### config.mk
export PLATFORM = sky130hd
export DESIGN_NAME = approx_mul_seq_ctrl
export DESIGN_NICKNAME = d
export VERILOG_FILES = /design/src/rtl/approx_mul_seq_ctrl.sv
export SDC_FILE = /design/constraint.sdc
export NUM_CORES = 1
export LEC_CHECK = 0
export BUFFER_PORTS_ARGS = -buffer_cell sky130_fd_sc_hd__buf_2
export CAP_MARGIN = 40
export CORE_AREA = 2 2 102 124
export DETAILED_ROUTE_END_ITERATION = 16
export DIE_AREA = 0 0 104 126
export PLACE_DENSITY = 0.61
export SETUP_SLACK_MARGIN = 0.4
export SYNTH_ARGS = -nofsm -noshare
export SYNTH_HDL_FRONTEND = slang
export SYNTH_SLANG_ARGS = --single-unit
### constraint.sdc
create_clock -name clk -period 5.7 [get_ports clk]
set_clock_uncertainty 0.15 [all_clocks]
set_input_delay 1.14 -clock clk [delete_from_list [all_inputs] [get_ports clk]]
set_output_delay 1.14 -clock clk [all_outputs]
set_load 0.02 [all_outputs]
### src/rtl/approx_mul_seq_ctrl.sv
// Sequencing controller for an external 8x8 approximate-multiplier half-adder array.
// Latches operands, then sums the array rows one per cycle into a saturated product.
module approx_mul_seq_ctrl #(
  parameter int W         = 8,
  parameter int NUM_ROWS  = 4,
  parameter int ROW_SHIFT = 2,
  parameter int ACC_W     = 17
) (
  input  logic                  clk,
  input  logic                  rst_n,
  input  logic                  in_valid,
  output logic                  in_ready,
  input  logic [W-1:0]          in_x,
  input  logic [W-1:0]          in_y,
  output logic [W-1:0]          arr_x,
  output logic [W-1:0]          arr_y,
  input  logic [NUM_ROWS*7-1:0] arr_b,
  input  logic [NUM_ROWS*9-1:0] arr_t,
  output logic                  out_valid,
  input  logic                  out_ready,
  output logic [2*W-1:0]        out_product,
  output logic                  out_ovf,
  output logic                  busy
);

  localparam int ROW_W = (NUM_ROWS > 1) ? $clog2(NUM_ROWS) : 1;
  // b bits sit two columns above t bits within a row
  localparam int B_OFS = 2;

  typedef enum logic [1:0] {S_IDLE, S_ACC, S_DONE} state_t;

  state_t             r_state;
  state_t             w_state_next;
  logic [ROW_W-1:0]   r_row;
  logic [ACC_W-1:0]   r_acc;
  logic [W-1:0]       r_arr_x;
  logic [W-1:0]       r_arr_y;
  logic [2*W-1:0]     r_product;
  logic               r_ovf;

  logic               w_accept;
  logic               w_last_row;
  logic [6:0]         w_b_rows [NUM_ROWS];
  logic [8:0]         w_t_rows [NUM_ROWS];
  logic [ACC_W-1:0]   w_row_base;
  logic [ACC_W-1:0]   w_row_val;
  logic [ACC_W-1:0]   w_acc_sum;

  for (genvar gi = 0; gi < NUM_ROWS; gi++) begin : g_rows
    assign w_b_rows[gi] = arr_b[7*gi +: 7];
    assign w_t_rows[gi] = arr_t[9*gi +: 9];
  end

  assign w_row_base = ACC_W'(w_t_rows[r_row]) + (ACC_W'(w_b_rows[r_row]) << B_OFS);
  assign w_row_val  = w_row_base << (ROW_SHIFT * r_row);
  assign w_acc_sum  = r_acc + w_row_val;
  assign w_last_row = (r_row == ROW_W'(NUM_ROWS - 1));

  always_ff @(posedge clk or negedge rst_n) begin
    if (!rst_n) begin
      r_state <= S_IDLE;
    end else begin
      r_state <= w_state_next;
    end
  end

  always_comb begin
    w_state_next = r_state;
    w_accept     = 1'b0;
    case (r_state)
      S_IDLE: begin
        if (in_valid) begin
          w_accept     = 1'b1;
          w_state_next = S_ACC;
        end
      end
      S_ACC: begin
        if (w_last_row) w_state_next = S_DONE;
      end
      S_DONE: begin
        if (out_ready) w_state_next = S_IDLE;
      end
      default: w_state_next = S_IDLE;
    endcase
  end

  always_ff @(posedge clk or negedge rst_n) begin
    if (!rst_n) begin
      r_row     <= '0;
      r_acc     <= '0;
      r_arr_x   <= '0;
      r_arr_y   <= '0;
      r_product <= '0;
      r_ovf     <= 1'b0;
    end else if (w_accept) begin
      r_arr_x <= in_x;
      r_arr_y <= in_y;
      r_acc   <= '0;
      r_row   <= '0;
    end else if (r_state == S_ACC) begin
      r_acc <= w_acc_sum;
      r_row <= r_row + ROW_W'(1);
      // Product is captured with the final row so it is already stable in DONE
      if (w_last_row) begin
        r_product <= w_acc_sum[ACC_W-1] ? '1 : w_acc_sum[2*W-1:0];
        r_ovf     <= w_acc_sum[ACC_W-1];
      end
    end
  end

  assign in_ready    = (r_state == S_IDLE);
  assign out_valid   = (r_state == S_DONE);
  assign busy        = (r_state != S_IDLE);
  assign arr_x       = r_arr_x;
  assign arr_y       = r_arr_y;
  assign out_product = r_product;
  assign out_ovf     = r_ovf;

endmodule

# Yosys cells after proc, flatten, opt, wreduce, memory -nomap -nowiden
# Index checks and enable logic that the tools add are counted.
dict set report word_totals {
  reg_bits 54
  output_inout_bits 36
  input_bits 84
}
dict set report classes {
  magnitude_cmp 1
  n_eq_ne 6
  n_addsub 3
  muxes 17
  reduce_logical 5
  shifts 1
  n_bitwise 2
}
# op count
set op_table {}
lappend op_table {{2-to-1 mux 17 bit} 2}
lappend op_table {{binary-select mux 9 bit (select 2 bit)} 1}
lappend op_table {{2-to-1 mux 9 bit} 2}
lappend op_table {{adder 17 bit} 1}
lappend op_table {{<< shifter 10 x 3 -> 17 bit} 1}
lappend op_table {{2-to-1 mux 16 bit} 1}
lappend op_table {{binary-select mux 7 bit (select 2 bit)} 1}
lappend op_table {{2-to-1 mux 7 bit} 2}
lappend op_table {{adder 9 x 9 -> 10 bit} 1}
lappend op_table {{2-to-1 mux 2 bit} 5}
lappend op_table {{case mux 2 bit (3 select lines)} 1}
lappend op_table {{AND reduction 3 bit} 2}
lappend op_table {{equality test 2 bit, second input constant} 2}
lappend op_table {{!= test 2 bit, second input constant} 2}
lappend op_table {{nonzero test 2 bit} 2}
lappend op_table {{greater-or-equal comparator 3 bit, second input constant} 1}
lappend op_table {{NOT 2 -> 3 bit} 1}
lappend op_table {{adder 2 x 1 -> 2 bit, second input constant} 1}
lappend op_table {{equality test 2 x 1 -> 1 bit, second input constant} 1}
lappend op_table {{logical NOT 2 bit} 1}
lappend op_table {{2-to-1 mux 1 bit} 2}
lappend op_table {{!= test 2 x 1 -> 1 bit, second input constant} 1}
lappend op_table {{NOT 1 bit} 1}

# Depth between registers and ports, before layout
dict set report depth {
  word_depth 9
  ltp_mapped 19
  mapped_depth_nobuf 16
}

# Worst setup path after synthesis
# No wires, ideal clock.
dict set report synth_path {
  path_type {input-to-reg}
  start {input arr_b[21]}
  end {register r_product[11] (netlist: out_product[11])}
  path_stages 17
  t_required_ns 5.485
  n_path_buf 1
  arrival_ns 4.699
  slack_ns 0.786
  cell_sequence {mux4_2 ha_1 fa_1 a21o_1 a21oi_1 o21bai_1 a21oi_1 xor2_1 nor2_1 ha_1 and3_2 nand2_1 nor4_2 a211oi_4 mux2i_2 buf_6 o22a_1}
}
dict set report synth_via {
  elab_chain_len 7
}
# element line
set synth_rtl {}
lappend synth_rtl {{start, declared} 17} ;# input logic [NUM_ROWS*7-1:0] arr_b,
lappend synth_rtl {{binary-select mux 7 bit (select 2 bit)} 54} ;# assign w_row_base = ACC_W'(w_t_rows[r_row]) + (ACC_W'(w_b_rows[r_row]) << B_OFS);
lappend synth_rtl {{2-to-1 mux 7 bit (not written as such) (2 in series)} 54}
lappend synth_rtl {{adder 9 x 9 -> 10 bit} 54}
lappend synth_rtl {{<< shifter 10 x 3 -> 17 bit} 55} ;# assign w_row_val = w_row_base << (ROW_SHIFT * r_row);
lappend synth_rtl {{adder 17 bit} 56} ;# assign w_acc_sum = r_acc + w_row_val;
lappend synth_rtl {{2-to-1 mux 16 bit} 105} ;# r_product <= w_acc_sum[ACC_W-1] ? '1 : w_acc_sum[2*W-1:0];
lappend synth_rtl {{end signal, assigned} 105}
lappend synth_rtl {{end, declared} 38} ;# logic [2*W-1:0] r_product;
# No other way between the ends. The select of a mux whose other input is x is not followed.
# A chain may end at the register's enable or synchronous reset.

# Final worst setup path
dict set report layout_path {
  start {input arr_b[21]}
  end {register r_product[12] (netlist: out_product[12])}
}
# The elaborated chain is that of the path after synthesis.

==> impl_metrics.tcl <==
set metrics [dict create \
    grt_max_degree 55 \
    worst_hold_path_type "flip-flop to flip-flop" \
    r2r_cells 17 \
    diodes 0 \
    drtIter0Drc 205 \
    syn_inst 359 \
    cp-end-kind "flip-flop" \
    grt_setup_unrepaired "no" \
    worstPathArrival_ns 5.11 \
    finalMaxSlewViolations 0 \
    seq_area_frac_synth_pct 36.3 \
    synth_edf_count 0 \
    grt_pass1_vias 3353 \
    via_count 3316 \
    syn_nets 470 \
    area_growth_pct 26.4 \
    cts_tree "built" \
    antenna_left 0 \
    rrSetupSlack_ns 0.93 \
    drt-total-wl_um 9980 \
    die_w_um 104 \
    port_buffers 119 \
    crit_start "arr_b[21]" \
    drive_above_1_share_pct 37.7 \
    hold_viol 0 \
    rr_endpoint "out_product[12]" \
    clk_pin_slew_ns 0.07 \
    clk_latency_ns 0.30 \
    final_cell_mix "119 x buf_2, 54 x dfrtp_1, 37 x nand2_1, 25 x a21oi_1, 25 x ha_1" \
    clockBufferDepth 2 \
    viasPerCell 5.19 \
    critPathRequiredTime_ns 5.78 \
    synth_cell_type_count 54 \
    fin_crit_sh_pct 88.3 \
    htree_levels 2 \
    drc 0 \
    maxCapViolations 0 \
    hold-path-cell-count 2 \
    endpoint "out_product[12]" \
    syn-cell-area_um2 3730 \
    tns_ns 0 \
    async_flop_share_pct 100 \
    synth_area_per_cell_um2 10.4 \
    setup_viol 0 \
    path_class "primary input to flip-flop" \
    final_common_cell "buf_2" \
    num_rows 44 \
    cts_hold_buf 0 \
    hpwlAfterDp_um 7810 \
    die_h_um 126 \
    post-route-min-period_ns 5.03 \
    cts_num_sinks 54 \
    max_freq_ghz 0.199 \
    gp_congestion 0.837 \
    rr_startpoint "r_row[0]" \
    die_area_um2 13100 \
    initial_utilization_pct 31.3 \
    core_um2 11900 \
    cts-root-buf "clkbuf_16" \
    grt_usage_pct 15.3 \
    routedWlPerCell_um 15.6 \
    grt_pass1_wl_um 16500 \
    antenna_found_initial 0 \
    ios 120 \
    cp_max_fo 5 \
    grt.overflow.total 0 \
    status "finished, final reports clean" \
    synth_top_flop_cell "dfrtp_1" \
    yosys_warnings 0 \
    relSlewSlack_pct 44.4 \
    cts_buffers 5 \
    worst_pin_slew_ns 0.831 \
    yosys_register_bits 54 \
    first_pass_iters 7 \
    worstHoldStart "out_ovf" \
    worstSetupStartpointType "primary input" \
    nNetsFinal 588 \
]
[worst min path at each step]
stage	end
2_1_floorplan	r_acc[12]
3_3_place_gp	out_ovf
3_5_place_dp	out_ovf
4_1_cts	arr_x[0]
5_1_grt	arr_x[5]
6_report	out_ovf
[metrics by stage]
step	utilization [%]	cell area [um2]	hold slack, ns	setup slack [ns]	cells
finish	39.6	4710	0.353	0.668	639
global route	39.6	4710	0.376	0.406	639
CTS	39.2	4660	0.359	0.565	636
detailed placement	37.8	4490	0.331	0.0395	628
global placement	37.8	4490	0.324	0.123	628
floorplan	-	3730	0.322	0.786	359
[sequential cells by signal (all words and copies together), names as in the netlist]
| register | count |
|---|---|
| arr_y | 8 |
| out_product | 16 |
| out_ovf | 1 |
| r_acc | 17 |
| r_row | 2 |
| arr_x | 8 |
| r_state | 2 |
[worst max-delay path, cell delays in order]
cell	delay, ns
buf_2	0.10
mux4_2	0.46
ha_1	0.24
fa_1	0.41
a21o_1	0.19
a21oi_1	0.20
o21bai_1	0.15
a21oi_1	0.21
xor2_1	0.17
nor2_1	0.07
ha_1	0.34
and3_2	0.25
nand2_1	0.12
nor4_4	0.07
a211oi_4	0.35
mux2i_4	0.33
buf_4	0.17
o22a_1	0.13
[cells in the mapped netlist (2+ instances only)]
library cell,number,share of area [%]
nor3b_1,3,0.60
xnor2_1,10,2.4
o22ai_1,4,0.67
o2bb2ai_1,2,0.47
o21a_1,2,0.40
mux2_2,17,5.1
ha_1,25,8.4
a22o_1,8,1.9
a31oi_1,5,0.84
o21ai_1,5,0.67
mux2i_1,3,0.81
a21o_1,5,1.0
o22a_1,14,3.3
a21oi_1,25,3.4
o211ai_1,4,0.81
nor2b_1,2,0.34
o21ai_0,18,2.4
xor2_1,8,1.9
and2_1,3,0.50
clkbuf_1,9,0.91
nand4_1,2,0.34
fa_1,2,1.1
mux4_2,14,8.5
nand2b_1,5,0.84
a211oi_1,3,0.60
or3_1,3,0.50
inv_1,7,0.71
nor3_1,3,0.40
nor2_1,18,1.8
nand2_1,37,3.7
o21bai_1,3,0.60
and3_1,4,0.67
buf_1,7,0.71
nand3_1,5,0.67
a31o_1,2,0.47
dfrtp_1,54,36
[layout make-up]
| cell class | count | area [um2] |
|---|---|---|
| flip-flops and latches | 54 | 1350 |
| inverters | 7 | 26.3 |
| repair buffers | 130 | 691 |
| multi-input cells | 279 | 2280 |
| clock buffers | 7 | 153 |
| well taps | 161 | 201 |
| fillers | 1216 | 7180 |
| clock inverters | 1 | 8.76 |
[kinds of logic after synthesis]
kind of cell	count (synthesis)	share of synthesized area (%)
compound gates	110	20.8
xor+xnor	18	4.23
fa+ha+maj	27	9.47
buf+inv	26	3.16
flops	54	36.3
mux	35	14.8
simple gates	89	11.3
[what timing repair did]
item                       4_1_cts  5_1_grt
pin swaps                        0        2
gates resized for setup          1        2
buffers inserted                 0        3
setup endpoints to repair       14       15
[routing by layer]
metal / routed length, um / track usage [%] / up-vias
met5: 0 / 0 / -
met4: 148 / 4.13 / 0
met3: 740 / 3.16 / 12
met2: 4750 / 26.2 / 139
met1: 4340 / 19.7 / 1587
li1: - / - / 1578
Power is left out: the tool's default activity adds up to more than one toggle a clock period on the data nets, which glitch-free logic cannot reach.
